$ cat src/rtl/score_compositor.sv
// score_compositor: round-based BCD score keeper with v_sync-gated display
// value, saturating decimal addition and best-score tracking.
module score_compositor #(
  parameter bit          SYNC_TO_VSYNC = 1'b1,
  parameter logic [11:0] SAT_BCD       = 12'h999
) (
  input  logic        i_clk,
  input  logic        i_rst,
  input  logic        i_v_sync,
  input  logic        i_game_start,
  input  logic        i_is_end,
  input  logic        i_hit,
  input  logic [3:0]  i_points,
  output logic [11:0] o_score_value,
  output logic [11:0] o_high_score,
  output logic        o_new_high,
  output logic [1:0]  o_state
);

  typedef enum logic [1:0] {
    IDLE  = 2'd0,
    PLAY  = 2'd1,
    LATCH = 2'd2,
    SHOW  = 2'd3
  } state_t;

  state_t      r_state;
  logic [11:0] r_work;
  logic [11:0] r_score;
  logic [11:0] r_high;
  logic        r_new_high;
  logic        r_vs_prev;

  logic [3:0]  w_pts;
  logic [3:0]  w_carry;
  logic [11:0] w_sum;
  logic        w_sat;
  logic [11:0] w_next_work;
  logic        w_vs_rise;

  // Points above a single decimal digit are clamped so the ones-digit add
  // never needs more than one carry.
  assign w_pts     = (i_points > 4'd9) ? 4'd9 : i_points;
  assign w_vs_rise = i_v_sync & ~r_vs_prev;

  // Ripple-carry BCD adder: points enter the ones digit, carries ripple up.
  assign w_carry[0] = 1'b0;
  genvar gi;
  generate
    for (gi = 0; gi < 3; gi++) begin : g_bcd
      logic [3:0] w_addend;
      logic [4:0] w_dsum;
      logic [4:0] w_adj;
      assign w_addend         = (gi == 0) ? w_pts : 4'd0;
      assign w_dsum           = {1'b0, r_work[gi*4 +: 4]} + {1'b0, w_addend}
                              + {4'd0, w_carry[gi]};
      assign w_adj            = w_dsum - 5'd10;
      assign w_carry[gi+1]    = (w_dsum > 5'd9);
      assign w_sum[gi*4 +: 4] = w_carry[gi+1] ? w_adj[3:0] : w_dsum[3:0];
    end
  endgenerate

  // A carry out of the hundreds digit or a sum above the ceiling pins the
  // score at the ceiling; packed BCD compares correctly as unsigned binary.
  assign w_sat       = w_carry[3] | (w_sum > SAT_BCD);
  assign w_next_work = w_sat ? SAT_BCD : w_sum;

  // Round FSM with working score, display value and high-score registers.
  always_ff @(posedge i_clk) begin
    if (i_rst) begin
      r_state    <= IDLE;
      r_work     <= 12'h000;
      r_score    <= 12'h000;
      r_high     <= 12'h000;
      r_new_high <= 1'b0;
      r_vs_prev  <= 1'b0;
    end else begin
      r_vs_prev <= i_v_sync;
      case (r_state)
        IDLE: begin
          if (i_game_start) begin
            r_state <= PLAY;
            r_work  <= 12'h000;
            r_score <= 12'h000;
          end
        end
        PLAY: begin
          if (i_hit) begin
            r_work <= w_next_work;
          end
          if (!SYNC_TO_VSYNC || w_vs_rise) begin
            r_score <= r_work;
          end
          if (i_is_end) begin
            r_state <= LATCH;
          end
        end
        LATCH: begin
          // Final score is shown unconditionally and judged against the best.
          r_score <= r_work;
          if (r_work > r_high) begin
            r_high     <= r_work;
            r_new_high <= 1'b1;
          end else begin
            r_new_high <= 1'b0;
          end
          r_state <= SHOW;
        end
        SHOW: begin
          if (i_game_start) begin
            r_state    <= PLAY;
            r_work     <= 12'h000;
            r_score    <= 12'h000;
            r_new_high <= 1'b0;
          end
        end
        default: r_state <= IDLE;
      endcase
    end
  end

  assign o_score_value = r_score;
  assign o_high_score  = r_high;
  assign o_new_high    = r_new_high;
  assign o_state       = r_state;

endmodule
$ cat config.mk
export PLATFORM = sky130hd
export DESIGN_NAME = score_compositor
export DESIGN_NICKNAME = d
export VERILOG_FILES = /design/src/rtl/score_compositor.sv
export SDC_FILE = /design/constraint.sdc
export NUM_CORES = 1
export LEC_CHECK = 0
export CAP_MARGIN = 20
export CORE_MARGIN = 2
export CORE_UTILIZATION = 45
export CTS_CLUSTER_DIAMETER = 40
export DETAILED_ROUTE_END_ITERATION = 6
export PLACE_DENSITY_LB_ADDON = 0.12
export SYNTH_ARGS = -nofsm -noshare
export SYNTH_HDL_FRONTEND = slang
export SYNTH_SLANG_ARGS = --single-unit
export TNS_END_PERCENT = 1
$ cat constraint.sdc
create_clock -name i_clk -period 5.9 [get_ports i_clk]
set_input_delay 0.59 -clock i_clk [delete_from_list [all_inputs] [get_ports i_clk]]
set_output_delay 0.59 -clock i_clk [all_outputs]
set_load 0.03 [all_outputs]
==> results.yml, run 1 <==
setup_path:
  worstPathArrival_ns: 5.50
  r2r_end: "r_work[2]$_SDFFE_PP0P_"
  path_max_fanout: 10
  r2r_slack_ns: 1.15
  crit_type: "in -> reg"
  reg2reg_depth: 19
  cp-start-kind: "input port"
  rr_startpoint: "r_work[1]$_SDFFE_PP0P_"
  endpoint_kind: "flop"
  crit_required_ns: 6.14
placed_design:
  place_worst_setup_slack_ns: 0.308
  dp.final_hpwl_mm: 4.28
  gp_congestion: 0.920
  portBuffers: 36
global_routing:
  grt_max_degree: 38
  grt_use_total: 0.204
  antenna_found_initial: 0
  grt_pass1_vias: 2184
  grt_pass1_wl_mm: 10.1
  grt_overflow_total: 0
synthesis:
  ys.flop_type: "dfxtp_1"
  syn_area_per_cell_um2: 8.36
  ys_seq_elements: 40
  ys_warn_count: 0
  synth_nets: 340
  synth_top_area_cell: "dfxtp_1"
  synth_area_um2: 2530
  synth_edf_count: 0
  synth_common_cells: "dfxtp_1, nor2_1, inv_1"
  ys_seq_area_frac: 0.316
  async_flop_share: 0
  synth_area_leaders: "dfxtp_1, ha_1, nor2_1, mux2i_1, inv_1"
  synth.distinct_cells: 51
  synth_top_area_share: 0.316
  syn-instance-count: 303
sta:
  fin_ws_ns: 0.635
  rsz0062_at_grt: "false"
  clock.fmax_mhz: 190
  hold_viol_final: 0
  finalMaxSlewViolations: 0
  post-route-min-period_ns: 5.27
  relSlewSlack: 0.269
  period_share: 0.892
  setup_viol: 0
  tightest_slew_ns: 1.09
  fin_skew_ns: 0.00440
  setup_tns_ns: 0
cts:
  clk_latency_ns: 0.29
  cts_setup_buffers: 0
  cts_resized: 0
  clk_path_buf_depth: 2
  cts_root_buf: "clkbuf_8"
  cts_hold_buf: 0
  cts_buffers: 5
  clk_pin_slew_ns: 0.08
  cts_tree: "done"
  htree_num_levels: 2
  cts.sinks: 40
layout:
  final_util: 0.562
  drive_above_1_share: 0.0590
  syn_to_final_growth_pct: 21.4
  nets: 375
  num_antenna_cells: 0
  nFillCells: 520
routing:
  wl_mm: 5.85
  vias_per_cell: 5.45
  drt_first_pass_iters: 4
  drt_iter0_markers: 161
  wire_per_inst_um: 14.2
  drc: 0
  num_vias: 2240
  postRouteAntennaNets: 0
power_and_ir_drop:
  powerDensity_nw_per_um2: 251
  peakVddDrop_uv: 240
  p_leak_uw: 0.00119
die:
  die_w_um: 79.0
  initial_core_util: 0.463
  die_height_um: 79.0
  rows: 27
  num_io_pins: 37
  dieArea_um2: 6250
  coreArea_um2: 5470
run_status:
  status: "finished, final reports clean"
worst_hold_path:
  hp-class: "reg -> reg"
  min_path_cells: 2
  hp-start: "o_score_value[11]$_SDFFE_PP0P_"
  hold_path_end: "o_score_value[11]$_SDFFE_PP0P_"
flow_run:
  maxCapViolCount: 0
==> kinds of logic (layout without fill, tap and decap cells) <==
| group | Yosys count | in the layout | share of synthesized area |
|---|---|---|---|
| simple gates | 86 | 86 | 0.157 |
| compound gates | 83 | 83 | 0.226 |
| buf+inv | 43 | 79 | 0.0711 |
| flops | 40 | 40 | 0.316 |
| fa+ha+maj | 27 | 27 | 0.136 |
| mux | 15 | 15 | 0.0598 |
| xor+xnor | 9 | 9 | 0.0341 |
==> final cells by class <==
type	instances	area, um^2	area share
Clock buffer	6	72.6	0.0236
Clock inverter	2	35.0	0.0114
Inverter	28	105	0.0342
Multi-Input combinational cell	220	1560	0.507
Sequential cell	40	801	0.260
Tap cell	72	90.1	0.0293
Timing Repair Buffer	43	413	0.134
==> per-stage QoR <==
stage	area [um^2]	power (uW)	std cells	hold WS, ns
after floorplan	2530	476	303	0.477
after global placement	2970	553	403	0.484
after detailed placement	2970	556	403	0.487
after CTS	3080	777	411	0.511
after global routing	3080	825	411	0.540
final	3080	771	411	0.503
==> cells in the final DEF (no fill, tap or decap), drive strengths merged, types with 13 or more instances in the layout <==
cell and count:
nor2 40, ha 26, dfxtp 40, a22oi 13
o21ai 13, a21oi 22, nand2 13, inv 28
clkdlybuf4s50 36, mux2i 14
==> routing by layer <==
metal / part of all wire / GRT usage
met5: 0 / 0
met4: 0.015 / 0.0690
met3: 0.044 / 0.0466
met2: 0.46 / 0.337
met1: 0.48 / 0.261
==> critical path, cell delays in order <==
cell and delay (ns):
clkdlybuf4s50_1 0.51, o21ai_0 0.09, nand2b_1 0.08, ha_1 0.15, inv_1 0.05, fa_1 0.41, xor2_2 0.20, and2_1 0.19
o21ai_0 0.17, ha_1 0.23, ha_1 0.37, nor2_1 0.09, nor2_1 0.09, o22ai_1 0.08, a31oi_1 0.17, ha_1 0.26
ha_1 0.30, or2_1 0.25, a21oi_2 0.20, nor3_1 0.11, or3_1 0.38, a221oi_2 0.31, a32o_1 0.21
==> sequential cells by signal, indices dropped and copies added, names as in the netlist <==
| name | flops |
|---|---|
| o_high_score | 12 |
| o_state | 2 |
| o_new_high | 1 |
| r_work | 12 |
| r_vs_prev | 1 |
| o_score_value | 12 |
==> worst max-delay path by stage <==
stage / start / to / slack (ns)
finish: i_points[3] / r_work[2]$_SDFFE_PP0P_ / 0.63
CTS: i_points[3] / r_work[1]$_SDFFE_PP0P_ / 0.62
detailed placement: i_points[3] / r_work[1]$_SDFFE_PP0P_ / 0.31
global placement: i_points[3] / r_work[2]$_SDFFE_PP0P_ / 0.44
floorplan: i_points[2] / r_work[1]$_SDFFE_PP0P_ / 0.98
global route: i_points[3] / r_work[1]$_SDFFE_PP0P_ / 0.13
==> where the power goes <==
| group | total [uW] | leakage [uW] | switching [uW] | internal [uW] |
|---|---|---|---|---|
| clock network | 223 | 0.0000552 | 97.4 | 126 |
| registers | 294 | 0.000323 | 13.8 | 280 |
| logic | 255 | 0.000808 | 170 | 84.4 |
| total | 771 | 0.00119 | 282 | 490 |
No activity file was read; power rests on OpenSTA's default activity.
==> run 2: changes to the inputs <==
Settings changed: ABC_CLOCK_PERIOD_IN_PS set to 5900.
==> results of run 2 <==
The final DEF is identical to that of run 1; final timing and power are the same.
==> run 3: changes to the inputs <==
Settings changed: GPL_TIMING_DRIVEN set to 0.
==> results.yml, run 3 (synthesis results as in run 1) <==
placed_design:
  portBuffers: 35
  gp_congestion: 0.866
  dp.final_hpwl_mm: 4.36
  place_worst_setup_slack_ns: -0.251
cts:
  cts_root_buf: "clkbuf_8"
  clk_path_buf_depth: 2
  cts_tree: "done"
  cts_hold_buf: 0
  htree_num_levels: 2
  clk_latency_ns: 0.29
  cts.sinks: 40
  clk_pin_slew_ns: 0.08
  cts_buffers: 5
routing:
  num_vias: 2261
  drc: 0
  vias_per_cell: 5.35
  wire_per_inst_um: 14.0
  drt_first_pass_iters: 4
  postRouteAntennaNets: 0
  wl_mm: 5.90
  drt_iter0_markers: 101
setup_path:
  r2r_slack_ns: 0.83
  worstPathArrival_ns: 5.78
  critical-path-top-delay-family: "adder cells"
  path_max_fanout: 10
  worst_path_max_delay_cell: "clkdlybuf4s50_1"
  timing.critical_path.buf_inv: 4
  crit_type: "in -> reg"
  crit_required_ns: 6.13
  endpoint_kind: "flop"
  critPathMaxStageDelay_ns: 0.51
  path_cells: "clkdlybuf4s50_1 -> o21ai_0 -> nand2b_1 -> ha_1 -> inv_1 -> fa_1 -> xor2_2 -> and2_1 -> o21ai_0 -> ha_1 -> ha_1 -> buf_4 -> inv_1 -> a21oi_1 -> o22ai_1 -> a31oi_1 -> ha_2 -> ha_1 -> or2_1 -> a21oi_2 -> nor3_1 -> or3_1 -> a221oi_4 -> a32o_1"
  cp-start-kind: "input port"
  r2r_end: "r_work[1]$_SDFFE_PP0P_"
  reg2reg_depth: 21
  crit_top_cell: "ha_1"
  rr_startpoint: "r_work[0]$_SDFFE_PP0P_"
sta:
  hold_viol_final: 0
  post-route-min-period_ns: 5.54
  period_share: 0.940
  tightest_slew_ns: 0.788
  finalMaxSlewViolations: 0
  clock.fmax_mhz: 180
  fin_skew_ns: 0.00512
  setup_viol: 0
  relSlewSlack: 0.472
  fin_ws_ns: 0.355
global_routing:
  grt_pass1_vias: 2006
  grt_overflow_total: 0
  use_met2: 0.308
  use_met3: 0.0330
  top_usage_layer: "met2"
  antenna_found_initial: 0
  grt_use_total: 0.191
  grt_max_degree: 13
  grt_pass1_wl_mm: 9.25
  grt_util_met1: 0.254
die:
  initial_core_util: 0.463
  rows: 27
  die_w_um: 79.0
  dieArea_um2: 6250
  coreArea_um2: 5470
  die_height_um: 79.0
  num_io_pins: 37
layout:
  mostFrequentLayoutCells: "nor2_1, dfxtp_1, clkdlybuf4s50_1"
  num_antenna_cells: 0
  drive_above_1_share: 0.0826
  nets: 387
  syn_to_final_growth_pct: 25.1
worst_hold_path:
  min_path_cells: 2
  hold_path_end: "o_new_high$_SDFFE_PP0P_"
  hp-start: "o_new_high$_SDFFE_PP0P_"
  hp-class: "reg -> reg"
power_and_ir_drop:
  powerDensity_nw_per_um2: 246
  peakVddDrop_uv: 259
  p_leak_uw: 0.00122
  power_uw: 779
flow_run:
  maxCapViolCount: 0
run_status:
  status: "finished, final reports clean"
==> run 3: cell types whose count changed in the layout (fill, tap and decap cells not counted), sizes merged <==
cell	before	now
buf	7	15
clkdlybuf4s50	36	35
clkbuf	6	11
==> run 3: what timing repair did <==
action,in CTS,in global routing
gates resized for setup,0,8
setup endpoints to repair,0,7
buffers inserted,0,6
==> run 3: worst max path at each step <==
| stage | start | end | slack, ns | depth (start not counted) |
|---|---|---|---|---|
| floorplan | i_points[2] | r_work[1]$_SDFFE_PP0P_ | 0.98 | 24 |
| global placement | i_points[2] | r_work[1]$_SDFFE_PP0P_ | -0.15 | 25 |
| detailed placement | i_points[1] | r_work[2]$_SDFFE_PP0P_ | -0.25 | 25 |
| CTS | i_points[1] | r_work[2]$_SDFFE_PP0P_ | 0.04 | 25 |
| global route | i_points[3] | r_work[1]$_SDFFE_PP0P_ | -0.03 | 24 |
| finish | i_points[3] | r_work[1]$_SDFFE_PP0P_ | 0.36 | 24 |
==> run 3: final cells by class <==
| cell class | count | area [um^2] |
|---|---|---|
| Buffer | 14 | 71.3 |
| Multi-Input combinational cell | 220 | 1600 |
| Clock inverter | 2 | 35.0 |
| Inverter | 28 | 105 |
| Tap cell | 72 | 90.1 |
| Timing Repair Buffer | 41 | 395 |
| Sequential cell | 40 | 801 |
| Fill cell | 542 | 2300 |
| Clock buffer | 6 | 72.6 |
==> run 3: report_power, final <==
group | internal (uW) | switching, uW | total (uW) | leakage (uW)
Sequential | 280 | 13.7 | 294 | 0.000323
Clock | 126 | 96.9 | 222 | 0.0000552
Combinational | 92.7 | 170 | 263 | 0.000844
Total | 498 | 280 | 779 | 0.00122
==> run 3: per-stage QoR <==
step | cell area [um^2] | util | hold slack (ns) | setup TNS, ns | instances
final | 3170 | 0.579 | 0.496 | 0 | 423
after CTS | 3080 | 0.563 | 0.506 | 0 | 418
after global placement | 2970 | 0.543 | 0.483 | -0.507 | 410
after detailed placement | 2970 | 0.543 | 0.487 | -1.10 | 410
after global routing | 3170 | 0.579 | 0.536 | -0.0561 | 423
after floorplan | 2530 | - | 0.477 | 0 | 303
==> run 3: worst min-delay path, cell delays in order (launching register included) <==
cell,delay (ns)
dfxtp_1,0.33
a22oi_1,0.06
nor2_1,0.07
==> run 3: layer usage <==
layer  wire length, um  up-vias
met5                 0        -
met4               108        0
met3               230       10
met2              2680       48
met1              2880     1037
li1                  -     1166
==> RTL change 1 (settings of run 2) <==
Register the inputs `i_v_sync`, `i_game_start`, `i_is_end`, `i_hit` and `i_points` before use, without a reset. The logic sees them one clock later.
--- a/src/rtl/score_compositor.sv
+++ b/src/rtl/score_compositor.sv
@@ -24,6 +24,20 @@
     SHOW  = 2'd3
   } state_t;
 
+  logic i_v_sync_q;
+  logic i_game_start_q;
+  logic i_is_end_q;
+  logic i_hit_q;
+  logic [3:0] i_points_q;
+
+  always_ff @(posedge i_clk) begin
+    i_v_sync_q     <= i_v_sync;
+    i_game_start_q <= i_game_start;
+    i_is_end_q     <= i_is_end;
+    i_hit_q        <= i_hit;
+    i_points_q     <= i_points;
+  end
+
   state_t      r_state;
   logic [11:0] r_work;
   logic [11:0] r_score;
@@ -40,8 +54,8 @@
 
   // Points above a single decimal digit are clamped so the ones-digit add
   // never needs more than one carry.
-  assign w_pts     = (i_points > 4'd9) ? 4'd9 : i_points;
-  assign w_vs_rise = i_v_sync & ~r_vs_prev;
+  assign w_pts     = (i_points_q > 4'd9) ? 4'd9 : i_points_q;
+  assign w_vs_rise = i_v_sync_q & ~r_vs_prev;
 
   // Ripple-carry BCD adder: points enter the ones digit, carries ripple up.
   assign w_carry[0] = 1'b0;
@@ -75,23 +89,23 @@
       r_new_high <= 1'b0;
       r_vs_prev  <= 1'b0;
     end else begin
-      r_vs_prev <= i_v_sync;
+      r_vs_prev <= i_v_sync_q;
       case (r_state)
         IDLE: begin
-          if (i_game_start) begin
+          if (i_game_start_q) begin
             r_state <= PLAY;
             r_work  <= 12'h000;
             r_score <= 12'h000;
           end
         end
         PLAY: begin
-          if (i_hit) begin
+          if (i_hit_q) begin
             r_work <= w_next_work;
           end
           if (!SYNC_TO_VSYNC || w_vs_rise) begin
             r_score <= r_work;
           end
-          if (i_is_end) begin
+          if (i_is_end_q) begin
             r_state <= LATCH;
           end
         end
@@ -107,7 +121,7 @@
           r_state <= SHOW;
         end
         SHOW: begin
-          if (i_game_start) begin
+          if (i_game_start_q) begin
             r_state    <= PLAY;
             r_work     <= 12'h000;
             r_score    <= 12'h000;
Function: changed (a bounded check fails within 4 cycles, from zero or initial values and one cycle with i_rst high).
==> RTL change 1 against run 2 <==
Setup slack gained 0.28 ns; count of clock-buffer cells in the layout is the same; wire length grew 5.2%; synthesized area grew 9.9%; sequential cell count grew 8; clock skew grew 0.0096 ns; die area grew 9.4%; synthesized cell count grew 5.6%; design area grew 7.1%; final cell count grew 3.6%.
Power is not compared: it rests on default switching activity, and its combinational part moved more than twofold at a synthesized area within 25%.
==> RTL change 1: results (changes against run 2) <==
setup slack, reg-to-reg=0.91 ns (was 1.15 ns); Hold Path Sink=r_vs_prev (was o_score_value[11]); DR iter-0 viols=163 (was 161); post-DP HPWL=4396 um (was 4285 um); status=completed (unchanged); met3 Use GR=4.239% (was 4.659%); pre-CTS setup slack=0.9189 ns (was 0.3077 ns); crit path from=i_points_q[3] (was i_points[3]); fillers=566 (was 520); post-synthesis cell type count=58 (was 51); R2R depth=20 (was 19); final wirelength=6154 um (was 5850 um); Critical Path AT=5.20 ns (was 5.50 ns); Placer Congestion=0.8894 (was 0.9201); Avg Synthesized Cell Area=8.704 um2 (was 8.362 um2); Critical Path Max Stage Delay=0.53 ns (was 0.51 ns); routing usage on met1=26.57% (was 26.11%); worst-skew pair later-pin latency=0.31 ns (was 0.29 ns); hold depth=1 (was 2); fraction of the mapped netlist area in adder cells=12.40% (was 13.63%); first-pass GRT wire length=10220 um (was 10060 um); syn_nets=357 (was 340); placed cell areas=3178 um2 (was 2968 um2); metal2 WL=2818 um (was 2687 um); Worst Skew=0.01399 ns (was 0.004400 ns)
-- RTL change 1: cell types whose count changed in the layout (fill, tap and decap cells not counted), sizes merged, moves of 3 or more --
cell    change
xnor2       -3
buf         -4
o211ai      -4
a22o        -3
a21oi       -4
nor2        +6
inv         -5
dfxtp       +8
nand2       +3
nand2b      +4
-- RTL change 1: power groups by stage --
stage	combinational [mW]	clock [mW]	sequential, mW
after detailed placement	0.506	0	0.393
after floorplan	0.359	0	0.407
after global routing	0.571	0.255	0.390
after CTS	0.510	0.241	0.386
final	0.517	0.238	0.385
after global placement	0.499	0	0.394
-- RTL change 1: area by class of cell --
type | count | area, um2 | area share [%]
Multi-Input combinational cell | 233 | 1662 | 50.46
Sequential cell | 48 | 960.9 | 29.18
Timing Repair Buffer | 39 | 382.9 | 11.63
Tap cell | 75 | 93.84 | 2.850
Inverter | 23 | 86.33 | 2.622
Clock buffer | 6 | 72.57 | 2.204
Clock inverter | 2 | 35.03 | 1.064
==> RTL change 2 (config.mk and constraints of run 2) <==
Without the edit above. `SYNC_TO_VSYNC`: 1'b1 -> 1'b0.
--- a/src/rtl/score_compositor.sv
+++ b/src/rtl/score_compositor.sv
@@ -1,7 +1,7 @@
 // score_compositor: round-based BCD score keeper with v_sync-gated display
 // value, saturating decimal addition and best-score tracking.
 module score_compositor #(
-  parameter bit          SYNC_TO_VSYNC = 1'b1,
+  parameter bit          SYNC_TO_VSYNC = 1'b0,
   parameter logic [11:0] SAT_BCD       = 12'h999
 ) (
   input  logic        i_clk,
Behaviour: not the same (a bounded check fails within 4 cycles, from zero or initial values and one cycle with i_rst high).
==> RTL change 2 against run 2 <==
Highest routed layer unchanged; sequential power fell by 2%; synthesized area rose by 2.3%; design area rose by 2.2%; critical path type unchanged; via count rose by 0.85%; utilization rose by 0.51 points; clock skew barely moved; final cell count rose by 3.2%; wire length fell by 3.9%; sequential cell count fell by 1; setup slack got worse by 0.18 ns; power fell by 5.2%; sequential share of layout area fell by 1.2 points.
==> RTL change 2: results (changes against run 2) <==
status=completed (unchanged); first-pass GRT wire length=9101 um (was 10060 um); Critical Path AT=5.68 ns (was 5.50 ns); cell internal pwr=0.4668 mW (was 0.4898 mW); slowest CP cell=clkdlybuf4s50_1 (unchanged); vias in the first global route=1931 (was 2184); synth cell count leaders=dfxtp_1, nor2_1, a21oi_1 (was dfxtp_1, nor2_1, inv_1); Worst Skew=0.004080 ns (was 0.004400 ns); largest net degree at the start of global routing=37 (was 38); Placer Congestion=0.8180 (was 0.9201); post-DP HPWL=4250 um (was 4285 um); syn_nets=351 (was 340); final wirelength=5624 um (was 5850 um); starting density of the core=46.77% (was 46.30%); critical path peak fanout=5 (was 10); DR iter-0 viols=97 (was 161); largest cells by area after synthesis=dfxtp_1, ha_1, a21oi_1 (was dfxtp_1, ha_1, nor2_1); fraction of layout cells with a size suffix above 1=9.375% (was 5.900%); fillers=532 (was 520); sequential area share after synthesis=30.13% (was 31.60%); Lkg Pwr=1.195 nW (was 1.186 nW); vias per cell=5.328 (was 5.450); relative slew slack=31.97% (was 26.92%); Port Buffers=35 (was 36); Total Routing Usage GR=18.14% (was 20.38%); peak supply drop=0.0001828 V (was 0.0002399 V); Net count, final=389 (was 375)
## RTL change 2: changes by cell type in the layout (fill, tap and decap cells not counted), moves of 3 or more
cell	run 2	this run
buf_4	7	12
o22ai_1	2	5
and2_1	3	0
nand2_1	13	16
a21oi_1	20	29
nor2b_1	6	10
nand3_1	6	14
nand2b_1	7	12
a22oi_1	13	1
nor2_1	40	30
## RTL change 2: path summary, 6_finish.rpt
path | startpoint | endpoint | slack (ns) | cells past startpoint
worst max-delay path | i_points[3] | r_work[1] | 0.46 | 24
worst min-delay path | o_score_value[6] | o_score_value[6] | 0.47 | 2
worst max register to register | r_work[1] | r_work[1] | 0.99 | 20
worst min register to register | o_score_value[6] | o_score_value[6] | 0.47 | 2
## RTL change 2: cell type report
| type | count | area (um2) | area share [%] |
|---|---|---|---|
| timing repair buffer | 47 | 440.4 | 14.02 |
| tap | 72 | 90.09 | 2.867 |
| sequential | 39 | 780.7 | 24.85 |
| inverter | 28 | 105.1 | 3.345 |
| clock inverter | 1 | 5.005 | 0.1593 |
| multi-input combinational | 231 | 1638 | 52.13 |
| clock buffer | 6 | 82.58 | 2.628 |
## RTL change 2: routing by layer
metal	track usage (%)	vias to the layer above	wire length (um)
li1	-	1175	-
met1	24.42	1043	2718
met2	29.00	39	2691
met3	3.167	2	173
met4	6.610	0	41
met5	0	-	0
## RTL change 2: kinds of logic after synthesis
group	share of synthesized area [%]
AND/OR/NAND/NOR	18.74
adder cells (fa/ha/maj)	13.33
AO/OA/AOI/OAI	22.16
buffers and inverters	6.904
XOR/XNOR	3.332
multiplexers	5.408
flip-flops	30.13
## RTL change 2: worst reg2reg max path: cells and delay by family, from the launching register on
kind	cells	cell delay, ns
fa+ha+maj	5	1.65
compound gates	7	1.61
simple gates	5	0.63
flops	1	0.46
buf+inv	2	0.29
xor+xnor	1	0.20
## RTL change 2: power groups by stage
stage / registers [mW] / logic (mW) / clock network, mW
5_1_grt: 0.290 / 0.293 / 0.201
6_report: 0.287 / 0.261 / 0.183
3_5_place_dp: 0.294 / 0.261 / 0
4_1_cts: 0.287 / 0.262 / 0.190
2_1_floorplan: 0.304 / 0.184 / 0
3_3_place_gp: 0.293 / 0.258 / 0
## RTL change 2: metrics by stage
stage	util, %	total power [mW]	setup WS [ns]	instance area (um2)	cells
after detailed placement	55.13	0.5548	0.2073	3054	417
after global routing	56.71	0.7836	0.02421	3142	424
after floorplan	-	0.4884	0.9295	2591	314
final	56.71	0.7315	0.4571	3142	424
after global placement	55.13	0.5517	0.2471	3054	417
after CTS	56.71	0.7397	0.5127	3142	424
